## config.mk

```make
export PLATFORM = sky130hd
export DESIGN_NAME = dram_sniffer_arb
export DESIGN_NICKNAME = d
export VERILOG_FILES = /design/src/rtl/dram_sniffer_pkg.sv /design/src/rtl/dram_sniffer_tag_fifo.sv /design/src/rtl/dram_sniffer_arb.sv
export SDC_FILE = /design/constraint.sdc
export NUM_CORES = 1
export LEC_CHECK = 0
export CAP_MARGIN = 20
export CELL_PAD_IN_SITES_DETAIL_PLACEMENT = 1
export CELL_PAD_IN_SITES_GLOBAL_PLACEMENT = 1
export CORE_AREA = 2 2 395 397
export CTS_CLUSTER_DIAMETER = 120
export DETAILED_ROUTE_END_ITERATION = 8
export DIE_AREA = 0 0 397 399
export MAX_ROUTING_LAYER = met4
export PLACE_DENSITY = 0.45
export SLEW_MARGIN = 20
export SYNTH_ARGS = -nofsm -noshare
export SYNTH_HDL_FRONTEND = slang
export SYNTH_HIERARCHICAL = 1
export SYNTH_SLANG_ARGS = --single-unit
```

## constraint.sdc

```tcl
create_clock -name dram_clk -period 4.6 [get_ports dram_clk]
set_input_delay 0.69 -clock dram_clk [delete_from_list [all_inputs] [get_ports dram_clk]]
set_output_delay 0.69 -clock dram_clk [all_outputs]
set_load 0.02 [all_outputs]
```

## src/rtl/dram_sniffer_pkg.sv

```systemverilog
// rtl/dram_sniffer_pkg.sv - shared widths, FSM state codes and tag codes for dram_sniffer_arb
package dram_sniffer_pkg;

  localparam int DATA_W = 144;
  localparam int BE_W   = 18;
  localparam int ADDR_W = 32;

  localparam logic [2:0] ST_IDLE    = 3'd0;
  localparam logic [2:0] ST_APP_CMD = 3'd1;
  localparam logic [2:0] ST_APP_WR2 = 3'd2;
  localparam logic [2:0] ST_CPU_CMD = 3'd3;
  localparam logic [2:0] ST_CPU_WR2 = 3'd4;

  localparam logic TAG_APP = 1'b0;
  localparam logic TAG_CPU = 1'b1;

  typedef struct packed {
    logic              rnw;
    logic [ADDR_W-1:0] addr;
    logic [DATA_W-1:0] wr_data;
    logic [BE_W-1:0]   wr_be;
  } cmd_t;

endpackage

```

## src/rtl/dram_sniffer_tag_fifo.sv

```systemverilog
// rtl/dram_sniffer_tag_fifo.sv - 1-bit tag FIFO recording which port owns each outstanding read
module dram_sniffer_tag_fifo #(
  parameter int DEPTH = 8
) (
  input  logic clk,
  input  logic rst,
  input  logic push,
  input  logic pop,
  input  logic din,
  output logic dout,
  output logic full,
  output logic empty
);

  localparam int AW = $clog2(DEPTH);

  logic [DEPTH-1:0] mem_q;
  logic [AW-1:0]    wr_ptr_q;
  logic [AW-1:0]    rd_ptr_q;
  logic [AW:0]      count_q;

  // DEPTH is a power of two, so the pointers wrap naturally
  always_ff @(posedge clk or posedge rst) begin
    if (rst) begin
      mem_q    <= '0;
      wr_ptr_q <= '0;
      rd_ptr_q <= '0;
      count_q  <= '0;
    end else begin
      if (push) begin
        mem_q[wr_ptr_q] <= din;
        wr_ptr_q        <= wr_ptr_q + 1'b1;
      end
      if (pop) begin
        rd_ptr_q <= rd_ptr_q + 1'b1;
      end
      if (push && !pop) begin
        count_q <= count_q + 1'b1;
      end else if (pop && !push) begin
        count_q <= count_q - 1'b1;
      end
    end
  end

  assign dout  = mem_q[rd_ptr_q];
  assign full  = (count_q == (AW+1)'(DEPTH));
  assign empty = (count_q == '0);

endmodule

```

## src/rtl/dram_sniffer_arb.sv

```systemverilog
// rtl/dram_sniffer_arb.sv - app-priority two-port DRAM command arbiter with in-order read return
// Optional DRAM_SNIFFER_ARB_STATS_EN adds command and stall counters.
module dram_sniffer_arb
  import dram_sniffer_pkg::*;
#(
  parameter int TAG_DEPTH    = 8,
  parameter int STARVE_LIMIT = 4
) (
  input  logic              dram_clk,
  input  logic              dram_rst,
  input  logic              app_cmd_en,
  input  logic              app_cmd_rnw,
  input  logic [ADDR_W-1:0] app_address,
  input  logic [DATA_W-1:0] app_wr_data,
  input  logic [BE_W-1:0]   app_wr_be,
  output logic              app_ack,
  output logic [DATA_W-1:0] app_rd_data,
  output logic              app_rd_dvld,
  input  logic              cpu_cmd_en,
  input  logic              cpu_cmd_rnw,
  input  logic [ADDR_W-1:0] cpu_address,
  input  logic [DATA_W-1:0] cpu_wr_data,
  input  logic [BE_W-1:0]   cpu_wr_be,
  output logic              cpu_ack,
  output logic [DATA_W-1:0] cpu_rd_data,
  output logic              cpu_rd_dvld,
  output logic              dram_cmd_en,
  output logic              dram_cmd_rnw,
  output logic [ADDR_W-1:0] dram_address,
  output logic [DATA_W-1:0] dram_wr_data,
  output logic [BE_W-1:0]   dram_wr_be,
  input  logic              dram_ack,
  input  logic [DATA_W-1:0] dram_rd_data,
  input  logic              dram_rd_dvld,
  output logic              rd_orphan
`ifdef DRAM_SNIFFER_ARB_STATS_EN
  ,
  output logic [31:0]       stat_app_cmds,
  output logic [31:0]       stat_cpu_cmds,
  output logic [31:0]       stat_stall_cycles
`endif
);

  localparam int SW = $clog2(STARVE_LIMIT + 1);

  logic [2:0]    state_q, state_d;
  logic [SW-1:0] starve_q, starve_d;
  logic          beat_q, beat_d;
  logic          orphan_q, orphan_d;

  cmd_t app_cmd, cpu_cmd, sel_cmd;
  logic sel_is_cpu, sel_en, in_cmd, in_wr2, starved;
  logic tag_push, tag_pop, tag_in, tag_head, tag_full, tag_empty, rd_route;

  assign app_cmd = {app_cmd_rnw, app_address, app_wr_data, app_wr_be};
  assign cpu_cmd = {cpu_cmd_rnw, cpu_address, cpu_wr_data, cpu_wr_be};

  assign sel_is_cpu = (state_q == ST_CPU_CMD) || (state_q == ST_CPU_WR2);
  assign in_cmd     = (state_q == ST_APP_CMD) || (state_q == ST_CPU_CMD);
  assign in_wr2     = (state_q == ST_APP_WR2) || (state_q == ST_CPU_WR2);
  assign sel_cmd    = sel_is_cpu ? cpu_cmd : app_cmd;
  assign sel_en     = sel_is_cpu ? cpu_cmd_en : app_cmd_en;
  assign starved    = (starve_q == SW'(STARVE_LIMIT));

  // A full tag FIFO holds back reads only; writes never need a tag
  always_comb begin
    dram_cmd_en  = 1'b0;
    dram_cmd_rnw = 1'b0;
    dram_address = '0;
    dram_wr_data = '0;
    dram_wr_be   = '0;
    if (in_cmd || in_wr2) begin
      dram_cmd_rnw = sel_cmd.rnw;
      dram_address = sel_cmd.addr;
      dram_wr_data = sel_cmd.wr_data;
      dram_wr_be   = sel_cmd.wr_be;
    end
    if (in_cmd) begin
      dram_cmd_en = sel_en && !(sel_cmd.rnw && tag_full);
    end
  end

  assign app_ack = dram_ack && dram_cmd_en && !sel_is_cpu;
  assign cpu_ack = dram_ack && dram_cmd_en && sel_is_cpu;
  assign tag_in  = sel_is_cpu ? TAG_CPU : TAG_APP;

  always_comb begin
    state_d  = state_q;
    starve_d = cpu_cmd_en ? starve_q : '0;
    tag_push = 1'b0;
    case (state_q)
      ST_IDLE: begin
        if (cpu_cmd_en && (!app_cmd_en || starved)) begin
          state_d  = ST_CPU_CMD;
          starve_d = '0;
        end else if (app_cmd_en) begin
          state_d = ST_APP_CMD;
          if (cpu_cmd_en && !starved) begin
            starve_d = starve_q + 1'b1;
          end
        end
      end
      ST_APP_CMD, ST_CPU_CMD: begin
        if (dram_cmd_en && dram_ack) begin
          if (sel_cmd.rnw) begin
            tag_push = 1'b1;
            state_d  = ST_IDLE;
          end else begin
            state_d = sel_is_cpu ? ST_CPU_WR2 : ST_APP_WR2;
          end
        end else if (!sel_en) begin
          state_d = ST_IDLE;
        end
      end
      default: state_d = ST_IDLE;
    endcase
  end

  // Each read returns two beats; the tag is retired on the second
  assign rd_route    = dram_rd_dvld && !tag_empty;
  assign tag_pop     = rd_route && beat_q;
  assign beat_d      = beat_q ^ rd_route;
  assign orphan_d    = orphan_q | (dram_rd_dvld && tag_empty);
  assign app_rd_dvld = rd_route && (tag_head == TAG_APP);
  assign cpu_rd_dvld = rd_route && (tag_head == TAG_CPU);
  assign app_rd_data = dram_rd_data;
  assign cpu_rd_data = dram_rd_data;
  assign rd_orphan   = orphan_q;

  always_ff @(posedge dram_clk or posedge dram_rst) begin
    if (dram_rst) begin
      state_q  <= ST_IDLE;
      starve_q <= '0;
      beat_q   <= 1'b0;
      orphan_q <= 1'b0;
    end else begin
      state_q  <= state_d;
      starve_q <= starve_d;
      beat_q   <= beat_d;
      orphan_q <= orphan_d;
    end
  end

  dram_sniffer_tag_fifo #(
    .DEPTH(TAG_DEPTH)
  ) u_tag_fifo (
    .clk  (dram_clk),
    .rst  (dram_rst),
    .push (tag_push),
    .pop  (tag_pop),
    .din  (tag_in),
    .dout (tag_head),
    .full (tag_full),
    .empty(tag_empty)
  );

`ifdef DRAM_SNIFFER_ARB_STATS_EN
  always_ff @(posedge dram_clk or posedge dram_rst) begin
    if (dram_rst) begin
      stat_app_cmds     <= '0;
      stat_cpu_cmds     <= '0;
      stat_stall_cycles <= '0;
    end else begin
      if (app_ack) begin
        stat_app_cmds <= stat_app_cmds + 32'd1;
      end
      if (cpu_ack) begin
        stat_cpu_cmds <= stat_cpu_cmds + 32'd1;
      end
      if (dram_cmd_en && !dram_ack) begin
        stat_stall_cycles <= stat_stall_cycles + 32'd1;
      end
    end
  end
`endif

endmodule

```

==> flow_metrics.env <==
export IMPL_grt_use_total_pct=11.32
export IMPL_cp_start_kind="flop"
export IMPL_reg2reg_to="u_tag_fifo/count_q[3]"
export IMPL_use_met2_pct=18.74
export IMPL_slowest_stage="clkdlybuf4s50_1"
export IMPL_syn_num_nets=1637
export IMPL_fp_row_count=144
export IMPL_ctsResizeCount=0
export IMPL_syn_avg_cell_area_um2=6.046
export IMPL_drc=0
export IMPL_grt_start_max_net_pins=76
export IMPL_whs_path_depth=1
export IMPL_clockPowerShare_pct=2.8
export IMPL_ys_types=47
export IMPL_yosys_warnings=6
export IMPL_end_kind="output pin"
export IMPL_clkSinkCount=26
export IMPL_cts_buffers=3
export IMPL_rsz0062_at_grt="no"
export IMPL_synth_most_common_cell="nand2_1"
export IMPL_ys_top_cells_by_count="nand2_1, buf_4, a21oi_1"
export IMPL_clkLatencyLatePin_ns=0.26
export IMPL_cts_tree="done"
export IMPL_async_flop_share_pct=100.0
export IMPL_wire_per_inst_um=27.00
export IMPL_place_congestion=0.7613
export IMPL_critical_path_class="flop to output pin"
export IMPL_area_delta_synth_final_pct=106.4
export IMPL_hold_end="rd_orphan"
export IMPL_setup_viol=0
export IMPL_period_share_pct=91.46
export IMPL_dieArea_mm2=0.1584
export IMPL_p_sw_mw=3.933
export IMPL_p_sw_share_pct=57.56
export IMPL_first_pass_iters=4
export IMPL_setup_tns_ns=0
export IMPL_max_cap_violations=0
export IMPL_synth_main_ff_cell="dfrtp_1"
export IMPL_worst_pin_slew_ns=0.7619
export IMPL_r2r_cells=9
export IMPL_netlist_area_leader_share_pct=32.87
export IMPL_clk_pin_slew_worst_paths_ns=0.07
export IMPL_r2r_start="state_q[1]"
export IMPL_core_mm2=0.1537
export IMPL_crit_path_max_incr_delay_ns=0.76
export IMPL_port_buffers=596
export IMPL_ir_drop_mv=0.1610
export IMPL_comb_power_share_pct=91.2
export IMPL_path_cells="or3b_1 -> and2_4 -> inv_8 -> nand2_1 -> a21oi_1 -> clkdlybuf4s50_1"
export IMPL_clk_root_buffer_cell="clkbuf_16"
export IMPL_cts_max_level=1
export IMPL_min_delay_path_class="flop to flop"
export IMPL_p_int_mw=2.900
export IMPL_critical_path_max_fanout=77
export IMPL_rrSetupSlack_ns=1.57
export IMPL_synth_seq_cells=26
export IMPL_worstPathRequired_ns=3.91
export IMPL_synth_cell_area_mm2=0.006578
export IMPL_grt_pass1_vias=9022
export IMPL_power_density_mw_per_mm2=503.3
export IMPL_antenna_found_initial=32
export IMPL_viasPerCell=2.457
export IMPL_utilization_pct=8.833
export IMPL_die_h_um=399
export IMPL_slew_headroom_pct=49.15
export IMPL_ioPinCount=1029
export IMPL_drt_initial_drc_count=277
export IMPL_layout_drive_gt1_share_pct=11.55
export IMPL_worstHoldStart="rd_orphan"
export IMPL_worstPathArrival_ns=3.52
export IMPL_grt_use_met1_pct=11.96
export IMPL_yosys_top_cells_area="buf_4, nand2_1, a21oi_1, dfrtp_1, buf_6"
export IMPL_ant_nets=0
export IMPL_hold_viol=0
export IMPL_p_leak_nw=4.724
export IMPL_fmax_mhz=237.7
export IMPL_post_cts_buffers=0
export IMPL_clk_path_buf_depth=2
export IMPL_grt_overflow=0
export IMPL_die_w_um=397
export IMPL_seq_area_frac_synth_pct=9.892
export IMPL_period_needed_ns=4.207
export IMPL_pwr_share_seq_pct=5.9
export IMPL_busiest_layer="met2"
export IMPL_yosysTopAreaCell="buf_4"
export IMPL_synth_edf_count=0
export IMPL_ctsHoldBuffers=0
export IMPL_start_util_pct=4.280
export IMPL_grt_pass1_wl_um=111000
export IMPL_routed_wl_um=92070
export IMPL_postSynthCellCount=1088
export IMPL_status="finished clean"
export IMPL_worst_clock_skew_ns=0.004928
export IMPL_slew_viol_final=0
export IMPL_dp_hpwl_um=83410
export IMPL_fin_nets=1902
export IMPL_vias=8378
export IMPL_use_met3_pct=6.446
==> power by group through the flow <==
stage	logic, mW	registers [mW]	clock network, mW
floorplan	2.62	0.358	0
global placement	6.63	0.410	0
detailed placement	6.60	0.412	0
CTS	6.64	0.408	0.205
global route	6.70	0.427	0.213
finish	6.23	0.406	0.193
==> cell families (layout without fill, tap and decap cells) <==
group	after synthesis	in the layout	share of synthesized area, %
simple gates	447	447	27.22
buf+inv	369	632	40.04
compound gates	214	214	16.89
flops	26	26	9.892
mux	17	17	3.329
fa+ha+maj	9	9	1.826
xor+xnor	6	6	0.7989
other cells	0	15	0
==> state kept, by name, summed over array words and instances (netlist names) <==
| signal | count |
|---|---|
| u_tag_fifo/mem_q | 8 |
| u_tag_fifo/count_q | 4 |
| starve_q | 3 |
| state_q | 3 |
| u_tag_fifo/rd_ptr_q | 3 |
| u_tag_fifo/wr_ptr_q | 3 |
| beat_q | 1 |
| rd_orphan | 1 |
==> worst max path at each step <==
| stage | slack, ns | from | end |
|---|---|---|---|
| 2_1_floorplan | 1.90 | app_cmd_rnw | u_tag_fifo/count_q[3] |
| 3_3_place_gp | 0.53 | state_q[1] | dram_wr_data[3] |
| 3_5_place_dp | 0.69 | state_q[1] | dram_wr_data[99] |
| 4_1_cts | 0.38 | state_q[1] | dram_wr_data[99] |
| 5_1_grt | 0.29 | state_q[1] | dram_wr_data[96] |
| 6_report | 0.39 | state_q[1] | dram_wr_data[96] |
==> per-stage QoR <==
stage          cell area (um2)  hold slack (ns)  setup WS (ns)  total power [mW]  cells
6_report                 13580           0.4697         0.3928             6.833   3410
5_1_grt                  13560           0.4880         0.2878             7.336   3405
4_1_cts                  13540           0.4788         0.3839             7.253   3395
3_5_place_dp             13460           0.4624         0.6868             7.014   3392
3_3_place_gp             13460           0.4491         0.5289             7.042   3392
2_1_floorplan             6578           0.4535          1.903             2.975   1088
==> per-layer routing <==
metal / part of all wire (%) / up-vias
li1: - / 3756
met1: 38 / 3798
met2: 47 / 732
met3: 13 / 92
met4: 1.7 / 0
met5: 0 / -
==> final cells by class <==
class                      count  area [um2]
multi-input combinational    693        3307
fill                       18420      140100
tap                         2044        2557
timing repair buffer         620        6907
clock buffer                   3       75.07
sequential                    26       650.6
antenna                       15       37.54
inverter                       9       41.29
==> layout by cell type, fill, tap and decap left out, drive strengths merged, types with 2 or more instances in the layout <==
| cell | Yosys | layout |
|---|---|---|
| a21oi | 198 | 198 |
| and2 | 2 | 2 |
| buf | 329 | 135 |
| clkbuf | 31 | 3 |
| clkdlybuf4s50 | 0 | 485 |
| dfrtp | 26 | 26 |
| diode | 0 | 15 |
| ha | 8 | 8 |
| inv | 9 | 9 |
| mux2 | 13 | 13 |
| mux2i | 2 | 2 |
| mux4 | 2 | 2 |
| nand2 | 398 | 398 |
| nand2b | 2 | 2 |
| nand3 | 4 | 4 |
| nand3b | 3 | 3 |
| nand4b | 2 | 2 |
| nor2 | 7 | 7 |
| nor2b | 5 | 5 |
| nor3 | 9 | 9 |
| nor3b | 5 | 5 |
| nor4 | 3 | 3 |
| o21ai | 3 | 3 |
| o32ai | 2 | 2 |
| or3 | 2 | 2 |
| xnor2 | 4 | 4 |
| xor2 | 2 | 2 |
==> worst max-delay path: cells and delay by family (launching register included) <==
family	cells	cell delay, ns
buf+inv	2	1.26
compound gates	1	0.59
flops	1	0.52
simple gates	3	0.82
(Power assumes the default switching activity.)
